## config.mk

```make
export PLATFORM = sky130hd
export DESIGN_NAME = pulse_matched_filter
export DESIGN_NICKNAME = d
export VERILOG_FILES = /design/src/rtl/zigbee_phy_pkg.sv /design/src/rtl/pulse_matched_mac.sv /design/src/rtl/pulse_matched_filter.sv
export SDC_FILE = /design/constraint.sdc
export NUM_CORES = 1
export LEC_CHECK = 0
export CORE_MARGIN = 5
export CORE_UTILIZATION = 35
export DETAILED_ROUTE_END_ITERATION = 16
export DONT_BUFFER_PORTS = 1
export PLACE_DENSITY = 0.53
export SYNTH_ARGS = -nofsm -noshare
export SYNTH_HDL_FRONTEND = slang
export SYNTH_HIERARCHICAL = 1
export SYNTH_SLANG_ARGS = --single-unit
```

## constraint.sdc

```tcl
create_clock -name i_clk -period 9.09 [get_ports i_clk]
set_input_delay 1.818 -clock i_clk [delete_from_list [all_inputs] [get_ports i_clk]]
set_output_delay 1.818 -clock i_clk [all_outputs]
set_load 0.005 [all_outputs]
```

## src/rtl/zigbee_phy_pkg.sv

```systemverilog
// Shared ZigBee PHY constants: chip shaping, sample and accumulator widths,
// and the half-sine pulse table used by both the transmitter and receiver.
package zigbee_phy_pkg;

    localparam int SAMPLES_PER_CHIP = 10;
    localparam int SAMPLE_W         = 10;
    localparam int ACC_W            = 21;
    localparam int COEF_W           = 9;

    // Half-sine pulse, 8 fractional bits (256 = 1.0 at the chip centre).
    localparam logic [COEF_W-1:0] HALF_SINE_COEF [SAMPLES_PER_CHIP] = '{
        9'd0, 9'd79, 9'd150, 9'd207, 9'd243, 9'd256, 9'd243, 9'd207, 9'd150, 9'd79
    };

    // Table lookup that yields 0 for any index past the end of the pulse.
    function automatic logic [COEF_W-1:0] half_sine_coef(input logic [3:0] idx);
        if (int'(idx) < SAMPLES_PER_CHIP) begin
            return HALF_SINE_COEF[idx];
        end
        return '0;
    endfunction

endpackage

```

## src/rtl/pulse_matched_mac.sv

```systemverilog
// Matched-filter datapath: sign-magnitude conversion, tap multiply and
// per-chip accumulation. Emits the completed correlation combinationally
// on the cycle the last sample of a chip arrives.
module pulse_matched_mac
    import zigbee_phy_pkg::*;
#(
    parameter int CHIP_LEN = SAMPLES_PER_CHIP
) (
    input  logic                    i_clk,
    input  logic                    i_rst,
    input  logic [SAMPLE_W-1:0]     i_sample,
    input  logic                    i_sample_valid,
    input  logic                    i_flush,
    output logic [3:0]              o_phase,
    output logic                    o_final_valid,
    output logic signed [ACC_W-1:0] o_final
);

    logic [3:0]              phase_q, phase_d;
    logic signed [ACC_W-1:0] acc_q, acc_d;
    logic signed [SAMPLE_W-1:0] sample_s;
    logic signed [ACC_W-1:0] sample_ext;
    logic signed [ACC_W-1:0] coef_ext;
    logic signed [ACC_W-1:0] product;

    // Convert the sample to two's complement (both zeros map to 0) and weight it by the current tap.
    always_comb begin
        if (i_sample[SAMPLE_W-1]) begin
            sample_s = -$signed({1'b0, i_sample[SAMPLE_W-2:0]});
        end else begin
            sample_s = $signed({1'b0, i_sample[SAMPLE_W-2:0]});
        end
        sample_ext = ACC_W'(sample_s);
        coef_ext   = ACC_W'($signed({1'b0, half_sine_coef(phase_q)}));
        product    = sample_ext * coef_ext;
        o_final    = acc_q + product;
    end

    // Advance phase and accumulator on valid samples; flush or chip end restarts both.
    always_comb begin
        // NOTE: every output of this block gets a default first so no path can infer a latch.
        phase_d       = phase_q;
        acc_d         = acc_q;
        o_final_valid = 1'b0;
        if (i_flush) begin
            phase_d = '0;
            acc_d   = '0;
        end else if (i_sample_valid) begin
            if (phase_q == 4'(CHIP_LEN - 1)) begin
                phase_d       = '0;
                acc_d         = '0;
                o_final_valid = 1'b1;
            end else begin
                phase_d = phase_q + 4'd1;
                acc_d   = o_final;
            end
        end
    end

    // Phase and accumulator registers with synchronous reset.
    always_ff @(posedge i_clk) begin
        // NOTE: state is updated with non-blocking assignments so all flops see pre-edge values.
        if (i_rst) begin
            phase_q <= '0;
            acc_q   <= '0;
        end else begin
            phase_q <= phase_d;
            acc_q   <= acc_d;
        end
    end

    assign o_phase = phase_q;

endmodule

```

## src/rtl/pulse_matched_filter.sv

```systemverilog
// Half-sine matched filter for one O-QPSK rail: correlates each chip,
// registers a hard decision with a confidence flag, and hands it downstream
// through a valid/ready pair with a sticky overflow on lost decisions.
module pulse_matched_filter #(
    parameter int SAMPLES_PER_CHIP = zigbee_phy_pkg::SAMPLES_PER_CHIP,
    parameter int CONF_THRESH      = 81704
) (
    input  logic       i_clk,
    input  logic       i_rst,
    input  logic [9:0] i_sample,
    input  logic       i_sample_valid,
    input  logic       i_flush,
    output logic       o_bit,
    output logic       o_bit_valid,
    input  logic       i_bit_ready,
    output logic       o_low_conf,
    output logic       o_overflow,
    output logic [3:0] o_chip_phase
);

    localparam int ACC_W = zigbee_phy_pkg::ACC_W;

    logic                    final_valid;
    logic signed [ACC_W-1:0] final_value;
    logic [ACC_W-1:0]        final_abs;

    logic bit_q, bit_d;
    logic bit_valid_q, bit_valid_d;
    logic low_conf_q, low_conf_d;
    logic overflow_q, overflow_d;

    pulse_matched_mac #(
        .CHIP_LEN (SAMPLES_PER_CHIP)
    ) u_mac (
        .i_clk          (i_clk),
        .i_rst          (i_rst),
        .i_sample       (i_sample),
        .i_sample_valid (i_sample_valid),
        .i_flush        (i_flush),
        .o_phase        (o_chip_phase),
        .o_final_valid  (final_valid),
        .o_final        (final_value)
    );

    // Decide the chip, then either load it, or drop it and flag overflow if the output is still held.
    always_comb begin
        final_abs   = final_value[ACC_W-1] ? ACC_W'(-final_value) : ACC_W'(final_value);
        bit_d       = bit_q;
        bit_valid_d = bit_valid_q;
        low_conf_d  = low_conf_q;
        overflow_d  = overflow_q;
        if (bit_valid_q && i_bit_ready) begin
            bit_valid_d = 1'b0;
        end
        if (final_valid) begin
            if (bit_valid_q && !i_bit_ready) begin
                overflow_d = 1'b1;
            end else begin
                bit_d       = !final_value[ACC_W-1] && (final_value != '0);
                low_conf_d  = final_abs < ACC_W'(CONF_THRESH);
                bit_valid_d = 1'b1;
            end
        end
    end

    // Decision and flag registers with synchronous reset.
    always_ff @(posedge i_clk) begin
        if (i_rst) begin
            bit_q       <= 1'b0;
            bit_valid_q <= 1'b0;
            low_conf_q  <= 1'b0;
            overflow_q  <= 1'b0;
        end else begin
            bit_q       <= bit_d;
            bit_valid_q <= bit_valid_d;
            low_conf_q  <= low_conf_d;
            overflow_q  <= overflow_d;
        end
    end

    assign o_bit       = bit_q;
    assign o_bit_valid = bit_valid_q;
    assign o_low_conf  = low_conf_q;
    assign o_overflow  = overflow_q;

endmodule

```

# After elaboration in Yosys (flattened, before gate mapping)
# Memory sizes are Yosys's and may differ from the RTL's.
# Cells that the tools add are included.
# Widths: inputs -> output; s select.
# op_classes
shifts,0
multipliers,1
addsub,4
reduce_logical,9
div_mod_pow,0
order_cmp,3
muxes,15
n_bitwise,2
eq_ne,1
# op_table
op,n
$mux 21,2
$mux 9,4
$add 21x21->21,1
$lt 21x17->1 const B,1
$neg 21->21,1
$reduce_bool 21->1,1
$mul 10x10->20,1
$mux 10,1
$neg 9->10,1
$mux 1,7
$ge 5x5->1 const B,1
$not 4->5,1
$add 4x1->4 const B,1
$eq 4x4->1 const B,1
$lt 4x4->1 const B,1
$mux 4,1
$reduce_and 2->1,2
$logic_and 1x1->1,3
$logic_not 1->1,2
$reduce_or 2->1,1
$not 1->1,1
# totals
input_bits,15
latchBits,0
out_inout_bits,8
romBits,144
register_bits,29
elab_cells,42
n_memories,1
ramBits,0
# mem_list
name,words,word_bits,rd,rd_clocked_by_memory_dff,wr,line_no,text
(no name shown),16,9,1,0,0,zigbee_phy_pkg.sv:18,return HALF_SINE_COEF[idx];

# Logic depth before layout (Yosys ltp)
# Gate-level depths: netlist of run 1.
# logic_depth
depth_word,11
mapped_depth,32
depth_no_buf,30

# Hierarchy
# Netlist of run 1, hierarchy kept.
# modules_own_cells
mod,seq_area_each_um2,area_each_um2,instances,cells_per_inst
pulse_matched_mac,500.5,5823.1,1,711
pulse_matched_filter,80.1,534.3,1,70

# Least setup slack after synthesis of run 1
# OpenSTA, ideal clock, no wires.
# synth_timing
path_kind,input -> register
from,in i_sample[2]
to,"reg low_conf_q, in the netlist o_low_conf"
slack_ns,0.775
cell_stages,27
setup_ns,0.120
t_arrival_ns,8.194
t_required_ns,8.970
path_buffers,1
cell_sequence,nor2_1 nand3_1 o21ai_1 nand2_1 nand2_1 fa_1 fa_1 inv_1 fa_1 fa_1 inv_1 fa_1 inv_1 ha_1 and3_1 a221o_1 a22oi_2 o211ai_1 a21oi_1 nor2_1 clkbuf_1 o21bai_1 nor3b_1 o21ai_0 o211ai_1 nor4b_4 o31ai_2
# synth_via
elab_chain_cells,7
# synth_lines
element,line_no,text
"start, declared",pulse_matched_filter.sv:10,"input logic [9:0] i_sample,"
$neg 9->10,pulse_matched_mac.sv:29,"sample_s = -$signed({1'b0, i_sample[SAMPLE_W-2:0]});"
$mux 10 *,pulse_matched_mac.sv:28,if (i_sample[SAMPLE_W-1]) begin
$mul 10x10->20 *,pulse_matched_mac.sv:35,product = sample_ext * coef_ext;
$add 21x21->21 *,pulse_matched_mac.sv:36,o_final = acc_q + product;
named net final_value[20],pulse_matched_filter.sv:24,logic signed [ACC_W-1:0] final_value;
$neg 21->21,pulse_matched_filter.sv:47,final_abs = final_value[ACC_W-1] ? ACC_W'(-final_value) : ACC_W'(final_value);
$mux 21 *,pulse_matched_filter.sv:47,
$lt 21x17->1 *,pulse_matched_filter.sv:60,low_conf_d = final_abs < ACC_W'(CONF_THRESH);
"end signal, assigned",pulse_matched_filter.sv:76,low_conf_q <= low_conf_d;
"end, declared",pulse_matched_filter.sv:29,"logic low_conf_q, low_conf_d;"
# Mark *: on every way through the listed nets, which the timed path passes. The rest lies on a longest branch.
# A chain may end at the register's enable or synchronous reset.

# Worst setup path in the final report of run 1
# layout_timing
from,in i_sample[0]
to,"reg low_conf_q, in the netlist o_low_conf"
# The elaborated chain is that of the path after synthesis.

==> flow_summary.json, run 1 <==
{
  "cp_data_required_time_ps": 9260,
  "post-dp-hpwl_microns": 13500,
  "synth_top_area_cell": "fa_1",
  "final_period_minus_worst_setup_slack_ps": 8520,
  "total_leakage_power_uw": 0.00340,
  "io_buffer_count": 0,
  "wire_length_of_the_first_global_routing_pass_microns": 26500,
  "place.gp.congestion": 0.864,
  "number_of_buffers_inserted_by_post_cts_setup_repair": 0,
  "async_flop_share_pct": 0,
  "power_density_mw_per_mm2": 143,
  "synth_compound_area_share_pct": 12.5,
  "synth_warn": 6,
  "critical_path_peak_fanout": 18,
  "cpLargestDelayFamily": "adder cells",
  "ys_ff_latch": 29,
  "final_max_slew_viol_count": 0,
  "ioPinCount": 23,
  "fp.coreArea_sq_mm": 0.0179,
  "syn-cell-area_sq_mm": 0.00636,
  "synth_cells": 781,
  "worstSetupPathType": "input port to flop",
  "crit_buf_inv": 6,
  "die_height_microns": 145,
  "yosys.area_share.adder_pct": 42.4,
  "fin_worst_hold_slack_ps": 455,
  "num_vias": 4871,
  "finalHoldViolCount": 0,
  "cts-htree-levels": 2,
  "max_cap_viol_count": 0,
  "syn_to_final_growth_pct": 7.22,
  "count_of_nets_left_with_antenna_violations_after_detail_routing": 0,
  "cts_tree": "built",
  "critical_path.max_stage_delay_ps": 560,
  "synth_fp_nets": 950,
  "grt_start_max_net_pins": 22,
  "timing.final.setup_violations": 0,
  "drt_first_iter_violations": 226,
  "max_slew.worst_pin.slew_ps": 1000,
  "yosys_most_used_dff": "dfxtp_1",
  "floorplan.die_area_sq_mm": 0.0210,
  "synth.mux.area_fraction_pct": 0.787,
  "gr-total-overflow": 0,
  "post_synth_main_area_contributors": "fa_1, inv_1, ha_1, dfxtp_1, nand2_1",
  "critical_path_most_common_cell": "fa_1",
  "drc": 0,
  "final_layout_size_suffix_gt1_share_pct": 5.63,
  "worst_slack_ps": 573,
  "fin_setup_tns_ps": 0,
  "yosysSeqAreaShare_pct": 9.13,
  "clock_tree_root_driver_cell": "clkbuf_16",
  "grt_setup_unrepaired": "false",
  "cp_data_arrival_time_ps": 8690,
  "synth-edff-count": 0,
  "timing.clock.skew_ps": 9.50,
  "routed_wirelength_microns": 15500,
  "drt_pre_antenna_iters": 4,
  "netlist.area_leader.share_pct": 32.1,
  "detail_route.wl_per_cell_microns": 15.3,
  "clk_transition_reported_paths_ps": 50,
  "timing.max_slew.rel_slack_pct": 32.9,
  "fp.dieW_microns": 145,
  "unique_masters_post_synth": 69,
  "fillers": 1938,
  "synth_top_family_by_area": "adder cells",
  "dp_worst_setup_slack_ps": 134,
  "peakVddDrop_uv": 64.8,
  "antenna_cells": 0,
  "clock_sinks": 29,
  "worstHoldPathType": "flop to flop",
  "slowest_cell_on_crit_path": "fa_1",
  "yosys.area_share.simple_pct": 18.4,
  "rows": 49,
  "grt_antenna_before_repair": 0,
  "number_of_global_route_vias_before_repair": 5096,
  "ctsLongestPathBuffers": 2,
  "period_share_pct": 93.7,
  "setup.worst_path.start_class": "input port",
  "finalNetCount": 950,
  "start_util_pct": 35.5,
  "worstSetupEndpointType": "flop",
  "avgSynthCellArea_sq_um": 8.14,
  "synth_xor_area_share_pct": 4.27,
  "post_drt_via_cell_ratio": 4.82,
  "cts_buffers": 5,
  "clkLatencyLatePin_ps": 280,
  "fmax_mhz": 117,
  "run_status": "finished clean",
  "grt_use_total_pct": 15.9
}
## report_power, final
group | switching, uW | internal [uW] | leakage (uW)
Combinational | 404 | 261 | 0.00310
Clock | 64.1 | 100 | 0.0000696
Sequential | 8.92 | 137 | 0.000235
## synthesized netlist by cell type (all sizes together), types with 4 or more instances
cell    number
fa         102
nand4        4
nand2       83
xor2        12
nor4         5
nor2b       13
ha          52
a21o         5
o21a         8
clkbuf      15
and3         5
a21oi       32
nand3       11
inv        187
nand2b      10
buf          8
dfxtp       29
a22o         5
o21ai       18
o31ai        6
xnor2       19
a31oi        5
nor2        61
mux2i        5
nor3        16
o211ai       5
and2        11
a22oi        9
## path summary, 6_finish.rpt
check	from	endpoint	slack, ps	cells after the start
max reg2reg	u_mac/o_phase[0]	o_low_conf	1170	28
max	i_sample[0]	o_low_conf	570	30
min	u_mac/acc_q[8]	u_mac/acc_q[8]	460	2
min reg2reg	u_mac/acc_q[8]	u_mac/acc_q[8]	460	2
## placed cells by master (no fill, tap or decap), types with 4 or more instances in the layout
| master | netlist | final |
|---|---|---|
| xor2_1 | 12 | 11 |
| clkbuf_16 | 0 | 5 |
| and2_1 | 9 | 9 |
| nand2_1 | 83 | 83 |
| ha_1 | 52 | 52 |
| mux2i_1 | 5 | 5 |
| nand3_1 | 11 | 11 |
| a31oi_1 | 5 | 5 |
| o21ai_0 | 11 | 11 |
| nand4_1 | 4 | 4 |
| a21o_1 | 4 | 4 |
| inv_1 | 185 | 185 |
| a21oi_1 | 32 | 32 |
| nor2_1 | 61 | 61 |
| buf_4 | 1 | 16 |
| o21a_1 | 8 | 8 |
| nor3_1 | 14 | 14 |
| fa_1 | 102 | 102 |
| nor2b_1 | 13 | 13 |
| a22o_1 | 5 | 5 |
| a22oi_1 | 8 | 8 |
| dfxtp_1 | 29 | 29 |
| o31ai_1 | 4 | 4 |
| o21ai_1 | 7 | 7 |
| o211ai_1 | 5 | 5 |
| xnor2_1 | 19 | 19 |
| nand2b_1 | 10 | 10 |
## through the flow
step	utilization (%)	cells	power [uW]	cell area, sq um
after floorplan	-	781	650	6360
after global placement	37.2	1003	815	6670
after detailed placement	37.2	1003	813	6670
after CTS	38.0	1011	989	6810
after global routing	38.1	1011	1080	6820
final	38.1	1011	976	6820
## cell type report
type | count | area (sq um) | area share [%]
well taps | 229 | 287 | 4.20
multi-input cells | 542 | 4980 | 73.1
flip-flops and latches | 29 | 581 | 8.52
clock buffers | 5 | 125 | 1.84
inverters | 187 | 702 | 10.3
repair buffers | 16 | 120 | 1.76
clock inverters | 3 | 17.5 | 0.257
## repair_timing
item / 4_1_cts / 5_1_grt
endpoints found under the setup margin: 0 / 1
hold buffers: 0 / 0
gates resized for setup: 0 / 1
## worst reg2reg max path: cells and delay by family, from the launching register on
family / cells / cell delay (ps)
fa+ha+maj: 6 / 2910
simple gates: 8 / 1690
buf+inv: 5 / 610
flops: 1 / 800
compound gates: 9 / 1780
## routing by layer
metal	GRT usage [%]	up-vias	part of all wire (%)
li1	-	2457	-
met1	23.6	2349	51
met2	24.9	49	45
met3	1.94	16	2.6
met4	3.73	0	1.7
met5	0	-	0
## cells by family (layout without fill, tap and decap cells)
group,after synthesis,in the layout
and+or+nand+nor,236,236
buffers and inverters,210,211
adders and majority gates,154,154
AOI/OAI and AO/OA,116,116
xor gates and xnor gates,31,31
DFF,29,29
muxes,5,5
## registers in the layout, indices dropped and copies added, names as in the netlist
name	flops
o_bit	1
o_bit_valid	1
o_low_conf	1
o_overflow	1
u_mac/acc_q	21
u_mac/o_phase	4
No activity file was read; power rests on OpenSTA's default activity.
==> run 2, diff against run 1 <==
- CTS_CLUSTER_DIAMETER: default -> 100
==> results of run 2 <==
Same layout as run 1: the final DEF is identical, and so are final timing and power.
